### config.mk
export PLATFORM = sky130hd
export DESIGN_NAME = bin2bcd_seq_flat
export DESIGN_NICKNAME = d
export VERILOG_FILES = /design/src/rtl/bin2bcd_seq_if.sv /design/src/rtl/bin2bcd_seq.sv /design/src/flat_wrapper.sv
export SDC_FILE = /design/constraint.sdc
export NUM_CORES = 1
export LEC_CHECK = 0
export CORE_AREA = 5 5 70 66
export DETAILED_ROUTE_END_ITERATION = 8
export DIE_AREA = 0 0 75 71
export PLACE_DENSITY = 0.78
export SYNTH_ARGS = -nofsm -noshare
export SYNTH_HDL_FRONTEND = slang
export SYNTH_SLANG_ARGS = --single-unit
### constraint.sdc
create_clock -name clk -period 1.7 [get_ports clk]
set_input_delay 0.17 -clock clk [delete_from_list [all_inputs] [get_ports clk]]
set_output_delay 0.17 -clock clk [all_outputs]
set_load 0.1 [all_outputs]
### src/rtl/bin2bcd_seq_if.sv
// bin2bcd_seq_if: request/result bundle between a binary source and the BCD converter.
interface bin2bcd_seq_if #(
   parameter int W = 8,
   parameter int D = 3
) ();
   logic           start;
   logic [W-1:0]   bin;
   logic           ready;
   logic           done;
   logic [4*D-1:0] bcd;
   logic [D-1:0]   blank;

   modport master (output start, bin, input ready, done, bcd, blank);
   modport slave  (input start, bin, output ready, done, bcd, blank);
endinterface

### src/rtl/bin2bcd_seq.sv
// bin2bcd_seq: sequential double-dabble converter, one iteration per clock,
// with a leading-zero blank mask for the display stage.
module bin2bcd_seq #(
   parameter int W = 8,
   parameter int D = 3
) (
   input logic          clk,
   input logic          rst,
   bin2bcd_seq_if.slave bus
);
   localparam int CW = $clog2(W + 1);

   function automatic longint pow10(int n);
      longint p = 1;
      for (int i = 0; i < n; i++) p *= 10;
      return p;
   endfunction

   if (pow10(D) <= (longint'(1) << W) - 1) begin : g_bad_digits
      $error("bin2bcd_seq: D=%0d digits cannot hold a %0d-bit value", D, W);
   end

   typedef enum logic [1:0] {IDLE, SHIFT, DONE} state_t;

   state_t         state, state_nx;
   logic [4*D-1:0] scr, scr_nx, adj, bcd_r;
   logic [W-1:0]   sh, sh_nx;
   logic [CW-1:0]  cnt;
   logic [D-1:0]   blank_r, blank_nx;
   logic           last, z;

   assign last = cnt == CW'(1);

   always_comb begin
      adj = '0;
      for (int i = 0; i < D; i++)
         adj[4*i +: 4] = scr[4*i +: 4] > 4'd4 ? scr[4*i +: 4] + 4'd3 : scr[4*i +: 4];
      {scr_nx, sh_nx} = {adj, sh} << 1;
      // a digit is blanked only if it and every digit above it are zero
      z = 1'b1;
      blank_nx = '0;
      for (int i = D - 1; i > 0; i--) begin
         z = z & (scr_nx[4*i +: 4] == 4'd0);
         blank_nx[i] = z;
      end
   end

   always_comb begin
      state_nx = state;
      state_nx = state == IDLE  ? (bus.start ? SHIFT : IDLE) :
                 state == SHIFT ? (last ? DONE : SHIFT) : IDLE;
   end

   always_ff @(posedge clk or posedge rst)
      if (rst) state <= IDLE;
      else     state <= state_nx;

   always_ff @(posedge clk or posedge rst)
      if (rst) begin
         scr     <= '0;
         sh      <= '0;
         cnt     <= '0;
         bcd_r   <= '0;
         blank_r <= {D{1'b1}} << 1;
      end else if (state == IDLE && bus.start) begin
         scr <= '0;
         sh  <= bus.bin;
         cnt <= CW'(W);
      end else if (state == SHIFT) begin
         scr <= scr_nx;
         sh  <= sh_nx;
         cnt <= cnt - CW'(1);
         if (last) begin
            bcd_r   <= scr_nx;
            blank_r <= blank_nx;
         end
      end

   assign bus.ready = state == IDLE;
   assign bus.done  = state == DONE;
   assign bus.bcd   = bcd_r;
   assign bus.blank = blank_r;
endmodule

### src/flat_wrapper.sv
// flat-port wrapper written by rule: the top's interface ports become plain ports
module bin2bcd_seq_flat 
#(
   parameter int W = 8,
   parameter int D = 3
)
  (clk, rst, bus_start, bus_bin, bus_ready, bus_done, bus_bcd, bus_blank);
  bin2bcd_seq_if #(.W(W), .D(D)) bus_i ();
  input logic clk;
  input logic rst;
  input wire logic [$bits(bus_i.start)-1:0] bus_start;
  input wire logic [$bits(bus_i.bin)-1:0] bus_bin;
  output wire logic [$bits(bus_i.ready)-1:0] bus_ready;
  output wire logic [$bits(bus_i.done)-1:0] bus_done;
  output wire logic [$bits(bus_i.bcd)-1:0] bus_bcd;
  output wire logic [$bits(bus_i.blank)-1:0] bus_blank;
  assign bus_i.start = bus_start;
  assign bus_i.bin = bus_bin;
  assign bus_ready = bus_i.ready;
  assign bus_done = bus_i.done;
  assign bus_bcd = bus_i.bcd;
  assign bus_blank = bus_i.blank;
  bin2bcd_seq #(.W(W), .D(D)) u_core (.clk(clk), .rst(rst), .bus(bus_i));
endmodule
==> results of run 1 <==
-- how the worst max path moves through the flow --
stage                     depth (start not counted)                 startpoint                               to
after global placement                            6                  bus_start        u_core.scr[3]$_DFFE_PP0P_
after floorplan                                   3  u_core.state[1]$_DFF_PP0_        u_core.state[0]$_DFF_PP0_
after detailed placement                          7  u_core.scr[4]$_DFFE_PP0P_    u_core.bus.bcd[6]$_DFFE_PP0P_
after global routing                              7  u_core.scr[4]$_DFFE_PP0P_  u_core.bus.blank[1]$_DFFE_PP1P_
after CTS                                         7  u_core.scr[4]$_DFFE_PP0P_    u_core.bus.bcd[6]$_DFFE_PP0P_
final                                             6  u_core.scr[4]$_DFFE_PP0P_  u_core.bus.blank[1]$_DFFE_PP1P_
-- per-layer routing --
metal / wire length (um) / vias up / track usage / part of all wire
met5: 0 / - / 0 / 0
met4: 0 / 0 / 0.0237 / 0
met3: 173 / 0 / 0.0511 / 0.047
met2: 1760 / 23 / 0.239 / 0.48
met1: 1740 / 704 / 0.214 / 0.47
li1: - / 699 / - / -
-- metrics by stage --
stage	area, sq um	setup TNS, ps	setup slack [ps]	util
6_report	2480	0	102	0.639
5_1_grt	2480	-2.68	-2.68	0.639
3_3_place_gp	2360	0	141	0.607
3_5_place_dp	2360	0	86.7	0.607
2_1_floorplan	1960	0	137	-
4_1_cts	2460	0	58.5	0.635
-- cell usage after synthesis, types with 2 or more instances --
| cell type | instances | share of area |
|---|---|---|
| sky130_fd_sc_hd__dfstp_2 | 2 | 0.027 |
| sky130_fd_sc_hd__dfrtp_1 | 38 | 0.49 |
| sky130_fd_sc_hd__buf_6 | 2 | 0.012 |
| sky130_fd_sc_hd__nor2_1 | 9 | 0.017 |
| sky130_fd_sc_hd__a22oi_1 | 7 | 0.027 |
| sky130_fd_sc_hd__clkbuf_1 | 3 | 0.0058 |
| sky130_fd_sc_hd__mux2i_1 | 5 | 0.026 |
| sky130_fd_sc_hd__a21oi_1 | 3 | 0.0077 |
| sky130_fd_sc_hd__mux2_2 | 7 | 0.040 |
| sky130_fd_sc_hd__o21ai_0 | 16 | 0.041 |
| sky130_fd_sc_hd__buf_2 | 2 | 0.0051 |
| sky130_fd_sc_hd__nor3b_1 | 2 | 0.0077 |
| sky130_fd_sc_hd__xnor2_1 | 4 | 0.018 |
| sky130_fd_sc_hd__nand2_1 | 32 | 0.061 |
| sky130_fd_sc_hd__nor2b_1 | 3 | 0.0096 |
| sky130_fd_sc_hd__inv_1 | 12 | 0.023 |
| sky130_fd_sc_hd__ha_1 | 7 | 0.045 |
| sky130_fd_sc_hd__a22o_1 | 8 | 0.036 |
-- critical path, cell delays in order (launching register included) --
cell                      delay (ps)
sky130_fd_sc_hd__dfrtp_2         450
sky130_fd_sc_hd__inv_1            90
sky130_fd_sc_hd__ha_2            190
sky130_fd_sc_hd__nor2_1           40
sky130_fd_sc_hd__mux2i_1         250
sky130_fd_sc_hd__o21ai_1         170
sky130_fd_sc_hd__o41ai_2         320
-- flip-flops by register name, summed over array words and instances (netlist names) --
register / count
u_core.bus.blank: 2
u_core.state: 2
u_core.cnt: 4
u_core.sh: 8
u_core.scr: 12
u_core.bus.bcd: 12
-- cell families (layout without fill, tap and decap cells) --
| group | Yosys count | count (layout) | synth area share |
|---|---|---|---|
| AND/OR/NAND/NOR | 57 | 57 | 0.152 |
| flip-flops | 40 | 40 | 0.513 |
| XOR/XNOR | 5 | 5 | 0.0224 |
| other | 1 | 1 | 0.00192 |
| AO/OA/AOI/OAI | 42 | 42 | 0.147 |
| buffers and inverters | 21 | 57 | 0.0537 |
| adder cells (fa/ha/maj) | 7 | 7 | 0.0448 |
| multiplexers | 12 | 12 | 0.0659 |
-- final cells by class --
type / instances / area (sq um)
fill: 319 / 1400
clock inverter: 2 / 35.0
timing repair buffer: 36 / 395
tap: 48 / 60.1
sequential: 40 / 1000
inverter: 13 / 56.3
multi-input combinational: 124 / 857
clock buffer: 6 / 72.6
-- what timing repair did --
action | CTS | global route
resized for setup | 0 | 4
endpoints found under the setup margin | 0 | 3
hold buffers | 0 | 0
hold endpoints to repair | 0 | 0
buffers inserted | 0 | 1
==> out/results.env, run 1 <==
STATUS='finished, final reports clean'
MOST_USED_FLIP_FLOP_CELL_AFTER_SYNTHESIS='sky130_fd_sc_hd__dfrtp_1'
HOLD_CLASS='in -> async'
PART_OF_THE_YOSYS_AREA_USED_FOR_SEQUENTIAL_ELEMENTS=0.513
CTS_TREE='built'
GRT_ANTENNA_BEFORE_REPAIR=0
DRTPASS1ITERATIONS=5
LAYOUT_WORST_PATH_CYCLE_SHARE=0.940
TIMING.SETUP.CRITICAL_PATH_CLASS='reg -> reg'
ENDPOINT_KIND='flip-flop'
FINALSETUPVIOLCOUNT=0
CTS.PATH.MAX_BUFFERS=2
RRSETUPSLACK_PS=100
NNETSFINAL=238
MAPPEDNETLISTNETS=203
REGTOREGENDPOINT='u_core.bus.blank[1]$_DFFE_PP1P_'
GLOBAL_ROUTE.USAGE.TOTAL=0.154
FINAL_MAX_SLEW_VIOL_COUNT=0
WORSTSKEWPAIRLATENCY_PS=300
FLOORPLAN.IO_PINS=28
SHORTEST_PERIOD_THE_WORST_PATH_ALLOWS_PS=1600
TIMING.CRITICAL_PATH.REQUIRED_PS=1910
NUM_ROWS=22
SYNTHESIS.YOSYS.WARNINGS=0
ANT_NETS=0
SYNTH_EDF_COUNT=0
FINALCLOCKSKEW_PS=10.4
CP-START-KIND='flip-flop'
AREA_DELTA_SYNTH_FINAL_PCT=26.8
REGTOREGSTARTPOINT='u_core.scr[4]$_DFFE_PP0P_'
SYN_AREA_SQ_UM=1960
DIE_H_UM=71
GRT_PASS1_VIAS=1430
CTS_NUM_SINKS=40
POSTSYNTHCELLCOUNT=185
HTREEDEPTH=2
VIAS=1426
SHARE_OF_FLIP_FLOPS_WITH_AN_ASYNCHRONOUS_SET_OR_RESET_AFTER_SYNTHESIS=1.00
FIN_WORST_HOLD_SLACK_PS=227
AVGROUTEDWIREPERCELL_UM=13.6
POST-PLACE-CELLS=260
DESIGN.DIE.AREA_SQ_UM=5330
GLOBALROUTEOVERFLOWTOTAL=0
DIE_W_UM=75
DETAILEDROUTE.FIRSTITERATIONVIOLATIONS=103
FLOORPLAN.INITIALDENSITY=0.504
CLOCK_PIN_SLEW_ON_THE_WORST_SETUP_AND_HOLD_PATHS_PS=80
LAYOUT_COMMON_CELLS='sky130_fd_sc_hd__dfrtp_1 (37), sky130_fd_sc_hd__nand2_1 (32), sky130_fd_sc_hd__buf_4 (18), sky130_fd_sc_hd__o21ai_0 (16), sky130_fd_sc_hd__inv_1 (12)'
TIMING.MAX_CAP.VIOLATIONS=0
MOSTFREQUENTLAYOUTCELL='sky130_fd_sc_hd__dfrtp_1'
GP_ROUTABILITY_CONGESTION=0.844
CTS-ROOT-BUF='sky130_fd_sc_hd__clkbuf_8'
WIRE_LENGTH_OF_THE_FIRST_GLOBAL_ROUTING_PASS_MM=6.41
REMAINING_DRC_ERRORS=0
ROUTE.DETAILED.VIAS_PER_INST=5.30
CORE-AREA_SQ_UM=3880
CP_MAX_FO=6
SYNTH.FF_LATCH_COUNT=40
CTS_INSERTED_BUFFERS=5
AVGSYNTHCELLAREA_SQ_UM=10.6
CRITICAL_PATH_ARRIVAL_PS=1810
PORT-BUFFER-COUNT=26
TIMING_HOLD_VIOLATIONS_FINAL=0
CLOCK.FMAX_MHz=626
MAXIMUM_NUMBER_OF_PINS_ON_ONE_NET_BEFORE_GLOBAL_ROUTE_REPAIR=41
DRIVE_ABOVE_1_SHARE=0.244
TOTAL_INSERTED_ANTENNA_CELLS=0
NETLIST-CELL-TYPE-COUNT=41
RR_WORST_DEPTH=6
HPWLAFTERDP_MM=2.61
FIN_CELLS=269
TOTAL_WIRE_LENGTH_MM=3.67
Power of run 1 is left out: the tool's default activity adds up to more than one toggle a clock period on the data nets, which glitch-free logic cannot reach.
==> inputs of run 2 (changes only) <==
- CAP_MARGIN: not set -> 10
- CTS_CLUSTER_SIZE: not set -> 12
- RECOVER_POWER: not set -> 25
==> run 2 against run 1 <==
Final cell count unchanged. First-iteration DRC count rose by 1.9%. Critical endpoint unchanged. Die area unchanged. Utilization shrank 0.39 points.
==> out/results.env, run 2 (synthesized netlist as in run 1, its figures left out) <==
HPWLAFTERDP_MM=2.61
DRIVE_ABOVE_1_SHARE=0.244
TIMING.CRITICAL_PATH.REQUIRED_PS=1910
MULTI_INPUT_AREA_SQ_UM=857
WORSTSKEWPAIRLATENCY_PS=300
GLOBALROUTEOVERFLOWTOTAL=0
FLOORPLAN.INITIALDENSITY=0.504
TOTAL_INSERTED_ANTENNA_CELLS=0
ANT_NETS=0
DPL_CELL_AREA_SQ_UM=2360
CTS_TREE='built'
CLOCK.FMAX_MHz=626
NUM_ROWS=22
FLOORPLAN.IO_PINS=28
WORST_PATH_MAX_DELAY_CELL='sky130_fd_sc_hd__dfrtp_2'
GLOBAL_ROUTE.USAGE.TOTAL=0.154
DRTPASS1ITERATIONS=4
VIAS=1422
MOSTFREQUENTLAYOUTCELL='sky130_fd_sc_hd__dfrtp_1'
DETAILEDROUTE.FIRSTITERATIONVIOLATIONS=105
WIRE_LENGTH_OF_THE_FIRST_GLOBAL_ROUTING_PASS_MM=6.41
AVGROUTEDWIREPERCELL_UM=13.6
HTREEDEPTH=2
FINALSETUPVIOLCOUNT=0
DIE_H_UM=71
CLOCK_PIN_SLEW_ON_THE_WORST_SETUP_AND_HOLD_PATHS_PS=80
LAYOUT_WORST_PATH_CYCLE_SHARE=0.940
DIE_W_UM=75
TIMING.CRITICAL_PATH.DEPTH=6
TIMING_HOLD_VIOLATIONS_FINAL=0
MAXSLEWHEADROOM=0.362
NUM-FILL-CELLS=320
CTS_INSERTED_BUFFERS=5
PORT-BUFFER-COUNT=26
PATH_BUF_INV=1
NNETSFINAL=238
GP_ROUTABILITY_CONGESTION=0.844
CP_CELL_SEQUENCE='inv_1 -> ha_2 -> nor2_1 -> mux2i_1 -> o21ai_1 -> o41ai_2'
ROUTE.DETAILED.VIAS_PER_INST=5.29
RR_WORST_DEPTH=6
TIMING.SETUP.CRITICAL_PATH_CLASS='reg -> reg'
HOLD_CLASS='in -> reg'
CTS-ROOT-BUF='sky130_fd_sc_hd__clkbuf_8'
REMAINING_DRC_ERRORS=0
WORST_SLEW_PIN_SLEW_PS=956
CRITICAL_PATH_ARRIVAL_PS=1810
CORE-AREA_SQ_UM=3880
ENDPOINT_KIND='flip-flop'
LAYOUT_COMMON_CELLS='sky130_fd_sc_hd__dfrtp_1 (37), sky130_fd_sc_hd__nand2_1 (32), sky130_fd_sc_hd__buf_4 (18), sky130_fd_sc_hd__o21ai_0 (16), sky130_fd_sc_hd__inv_1 (12)'
FINAL_MAX_SLEW_VIOL_COUNT=0
FINALCLOCKSKEW_PS=10.7
POST-ROUTE-CELL-AREA_SQ_UM=2470
REGISTER_AREA_SQ_UM=1000
TIMING.MAX_CAP.VIOLATIONS=0
GRT_PASS1_VIAS=1430
CP_MAX_FO=6
CTS_NUM_SINKS=40
DESIGN.DIE.AREA_SQ_UM=5330
CP_TOP_FAMILY='compound AO/OA/AOI/OAI gates'
WHS_PATH_DEPTH=3
MAXIMUM_NUMBER_OF_PINS_ON_ONE_NET_BEFORE_GLOBAL_ROUTE_REPAIR=41
CTS_HOLD_BUFFERS=0
AREA_DELTA_SYNTH_FINAL_PCT=26.0
STATUS='finished, final reports clean'
CP-START-KIND='flip-flop'
CTS.PATH.MAX_BUFFERS=2
TOTAL_WIRE_LENGTH_MM=3.67
GRT_ANTENNA_BEFORE_REPAIR=0
SHORTEST_PERIOD_THE_WORST_PATH_ALLOWS_PS=1600
CP_SLOWEST_STAGE_DELAY_PS=450
run 2: changes by cell type in the layout (fill, tap and decap cells not counted):
cell,delta
sky130_fd_sc_hd__buf_12,-1
sky130_fd_sc_hd__clkbuf_2,+1
sky130_fd_sc_hd__clkdlybuf4s50_1,-1
sky130_fd_sc_hd__dlygate4sd3_1,+1
run 2: layout make-up:
class / instances / area share
sequential: 40 / 0.407
multi-input combinational: 124 / 0.348
timing repair buffer: 36 / 0.154
clock buffer: 6 / 0.0294
tap: 48 / 0.0244
inverter: 13 / 0.0228
clock inverter: 2 / 0.0142
run 2: worst paths after layout:
kind,slack (ps),from,end
setup / recovery,100,u_core.scr[4]$_DFFE_PP0P_,u_core.bus.blank[1]$_DFFE_PP1P_
hold / removal,440,bus_bin[0],u_core.sh[0]$_DFFE_PP0P_
setup reg to reg,100,u_core.scr[4]$_DFFE_PP0P_,u_core.bus.blank[1]$_DFFE_PP1P_
hold reg to reg,480,u_core.sh[5]$_DFFE_PP0P_,u_core.sh[5]$_DFFE_PP0P_
max in group asynchronous,450,rst,u_core.scr[4]$_DFFE_PP0P_
min in group asynchronous,610,rst,u_core.scr[0]$_DFFE_PP0P_
run 2: layer usage:
layer / up-vias / global-route usage / share of wire / routed length [um]
met5: - / 0 / 0 / 0
met1: 695 / 0.214 / 0.47 / 1720
met2: 27 / 0.239 / 0.48 / 1770
met3: 0 / 0.0511 / 0.049 / 179
met4: 0 / 0.0237 / 0 / 0
li1: 700 / - / - / -
run 2: through the flow:
| stage | instances | worst slack, ps | TNS (ps) | util | hold slack (ps) |
|---|---|---|---|---|---|
| finish | 269 | 103 | 0 | 0.635 | 439 |
| global route | 269 | -2.68 | -2.68 | 0.635 | 437 |
| CTS | 268 | 58.5 | 0 | 0.635 | 233 |
| detailed placement | 260 | 86.7 | 0 | 0.607 | 463 |
| global placement | 260 | 141 | 0 | 0.607 | 461 |
| floorplan | 185 | 137 | 0 | - | 287 |
run 2: worst reg2reg max path, delay by kind of cell, from the launching register on:
| family | cells | cell delay [ps] |
|---|---|---|
| AO/OA/AOI/OAI | 2 | 500 |
| flip-flops | 1 | 450 |
| AND/OR/NAND/NOR | 1 | 40 |
| multiplexers | 1 | 250 |
| buffers and inverters | 1 | 90 |
| adder cells (fa/ha/maj) | 1 | 190 |
run 2: timing repair:
| item | CTS | global route |
|---|---|---|
| resized for setup | 0 | 4 |
| buffers inserted | 0 | 1 |
| setup endpoints to repair | 0 | 3 |
Power of run 2 is left out for the same reason.
==> inputs of run 3 (changes only) <==
- CORE_AREA: 5 5 70 66 -> 2 2 65 61
- DIE_AREA: 0 0 75 71 -> 0 0 67 63
- PLACE_DENSITY: 0.78 -> 0.82
- clock period: 1.7 -> 1.9 ns (I/O delays scaled with it)
==> run 3 against run 2 <==
Setup slack improved by 120 ps. Sequential cell count unchanged. Clock skew increased by 0.70 ps. Sequential share of layout area increased by 2.5 points. Count of clock-buffer cells in the layout increased by 1. Utilization increased by 1.4 points. Die area decreased by 21%. Routed wire length decreased by 1.8%. Global-route usage increased by 5.0 points. Critical path depth unchanged. Final cell count decreased by 3.0%. Worst hold slack improved by 11 ps. Critical endpoint is now u_core.bus.bcd[6]$_DFFE_PP0P_.
==> out/results.env, run 3 (synthesized netlist as in run 1, its figures left out) <==
DIE_W_UM=67
AREA_DELTA_SYNTH_FINAL_PCT=18.5
MOSTFREQUENTLAYOUTCELL='sky130_fd_sc_hd__dfrtp_1'
POST-PLACE-CELLS=253
GLOBAL_ROUTE.USAGE.TOTAL=0.204
DIE_H_UM=63
CTS_REPAIR_RESIZE_COUNT=0
LAYOUT_WORST_PATH_CYCLE_SHARE=0.885
DETAILEDROUTE.FIRSTITERATIONVIOLATIONS=90
DESIGN.DIE.AREA_SQ_UM=4220
CP-START-KIND='flip-flop'
HOLD_CLASS='in -> reg'
TIMING.SETUP.CRITICAL_PATH_CLASS='reg -> reg'
CTS_INSERTED_BUFFERS=5
LAYOUT_COMMON_CELLS='sky130_fd_sc_hd__dfrtp_1 (38), sky130_fd_sc_hd__nand2_1 (32), sky130_fd_sc_hd__buf_4 (17), sky130_fd_sc_hd__o21ai_0 (16), sky130_fd_sc_hd__inv_1 (12)'
ROUTE.DETAILED.VIAS_PER_INST=5.25
HTREEDEPTH=2
TIMING_HOLD_VIOLATIONS_FINAL=0
FINAL_MAX_SLEW_VIOL_COUNT=0
DRTPASS1ITERATIONS=4
POSTCTSSETUPREPAIRBUFS=0
FLOORPLAN.IO_PINS=28
CORE-AREA_SQ_UM=3570
HPWLAFTERDP_MM=2.53
AVGROUTEDWIREPERCELL_UM=13.8
GRT_SETUP_UNREPAIRED='false'
CLOCK.FMAX_MHz=595
WORST_SLEW_PIN_SLEW_PS=957
MAXIMUM_NUMBER_OF_PINS_ON_ONE_NET_BEFORE_GLOBAL_ROUTE_REPAIR=41
CP_MAX_FO=6
TNS_PS=0
REMAINING_DRC_ERRORS=0
PORT-BUFFER-COUNT=26
CTS-ROOT-BUF='sky130_fd_sc_hd__clkbuf_8'
CTS_TREE='built'
VIAS=1369
TIMING.CRITICAL_PATH.REQUIRED_PS=2130
FINALSETUPVIOLCOUNT=0
CTS_NUM_SINKS=40
CLOCK_PIN_SLEW_ON_THE_WORST_SETUP_AND_HOLD_PATHS_PS=70
STATUS='finished, final reports clean'
WORSTSKEWPAIRLATENCY_PS=300
ENDPOINT_KIND='flip-flop'
GLOBALROUTEOVERFLOWTOTAL=0
MAXSLEWHEADROOM=0.362
ANT_NETS=0
GRT_PASS1_VIAS=1386
CRITICAL_PATH_ARRIVAL_PS=1920
FINALCLOCKSKEW_PS=11.4
CTS.PATH.MAX_BUFFERS=2
NNETSFINAL=232
GRT_ANTENNA_BEFORE_REPAIR=0
TIMING.MAX_CAP.VIOLATIONS=0
CTS_HOLD_BUFFERS=0
FLOORPLAN.INITIALDENSITY=0.548
TOTAL_INSERTED_ANTENNA_CELLS=0
DRIVE_ABOVE_1_SHARE=0.205
GP_ROUTABILITY_CONGESTION=0.851
WIRE_LENGTH_OF_THE_FIRST_GLOBAL_ROUTING_PASS_MM=6.40
TOTAL_WIRE_LENGTH_MM=3.60
NUM_ROWS=21
SHORTEST_PERIOD_THE_WORST_PATH_ALLOWS_PS=1680
FIN_CELLS=261
## run 3: changes by cell type in the layout (fill, tap and decap cells not counted), sizes merged
cell    before  now
buf         25   19
clkbuf       7    8
bufinv       1    0
## run 3: final cells by class
type | count | area (sq um)
flip-flops and latches | 40 | 1000
clock buffers | 7 | 76.3
inverters | 13 | 53.8
repair buffers | 30 | 273
clock inverters | 1 | 5.00
fillers | 309 | 1250
multi-input cells | 124 | 851
well taps | 46 | 57.6
## run 3: through the flow
step	cell area [sq um]	utilization	hold WS, ps	worst slack, ps
after floorplan	1960	-	307	337
after global placement	2240	0.627	462	305
after detailed placement	2240	0.627	465	228
after CTS	2320	0.650	327	212
after global routing	2320	0.649	468	66.4
final	2320	0.649	450	219
## run 3: routing by layer
layer | track usage | vias to the layer above | wire length [um]
met3 | 0.0667 | 7 | 171
met5 | 0 | - | 0
met2 | 0.324 | 35 | 1720
met1 | 0.260 | 642 | 1660
met4 | 0.0689 | 0 | 56
li1 | - | 685 | -
## run 3: worst paths after layout
kind,from,to,slack [ps],cells after the start
max,u_core.scr[4]$_DFFE_PP0P_,u_core.bus.bcd[6]$_DFFE_PP0P_,220,6
min,bus_bin[0],u_core.sh[0]$_DFFE_PP0P_,450,3
max reg2reg,u_core.scr[4]$_DFFE_PP0P_,u_core.bus.bcd[6]$_DFFE_PP0P_,220,6
min reg2reg,u_core.sh[2]$_DFFE_PP0P_,u_core.sh[2]$_DFFE_PP0P_,480,2
max in group asynchronous,rst,u_core.scr[3]$_DFFE_PP0P_,680,3
min in group asynchronous,rst,u_core.scr[0]$_DFFE_PP0P_,630,3
## run 3: critical path, cell delays in order, from the launching register on
cell and delay [ps]:
sky130_fd_sc_hd__dfrtp_1 430, sky130_fd_sc_hd__inv_1 110, sky130_fd_sc_hd__ha_1 190, sky130_fd_sc_hd__inv_1 50, sky130_fd_sc_hd__a21oi_1 270, sky130_fd_sc_hd__mux2i_1 360
sky130_fd_sc_hd__mux2_2 210
Power of run 3 is left out for the same reason.
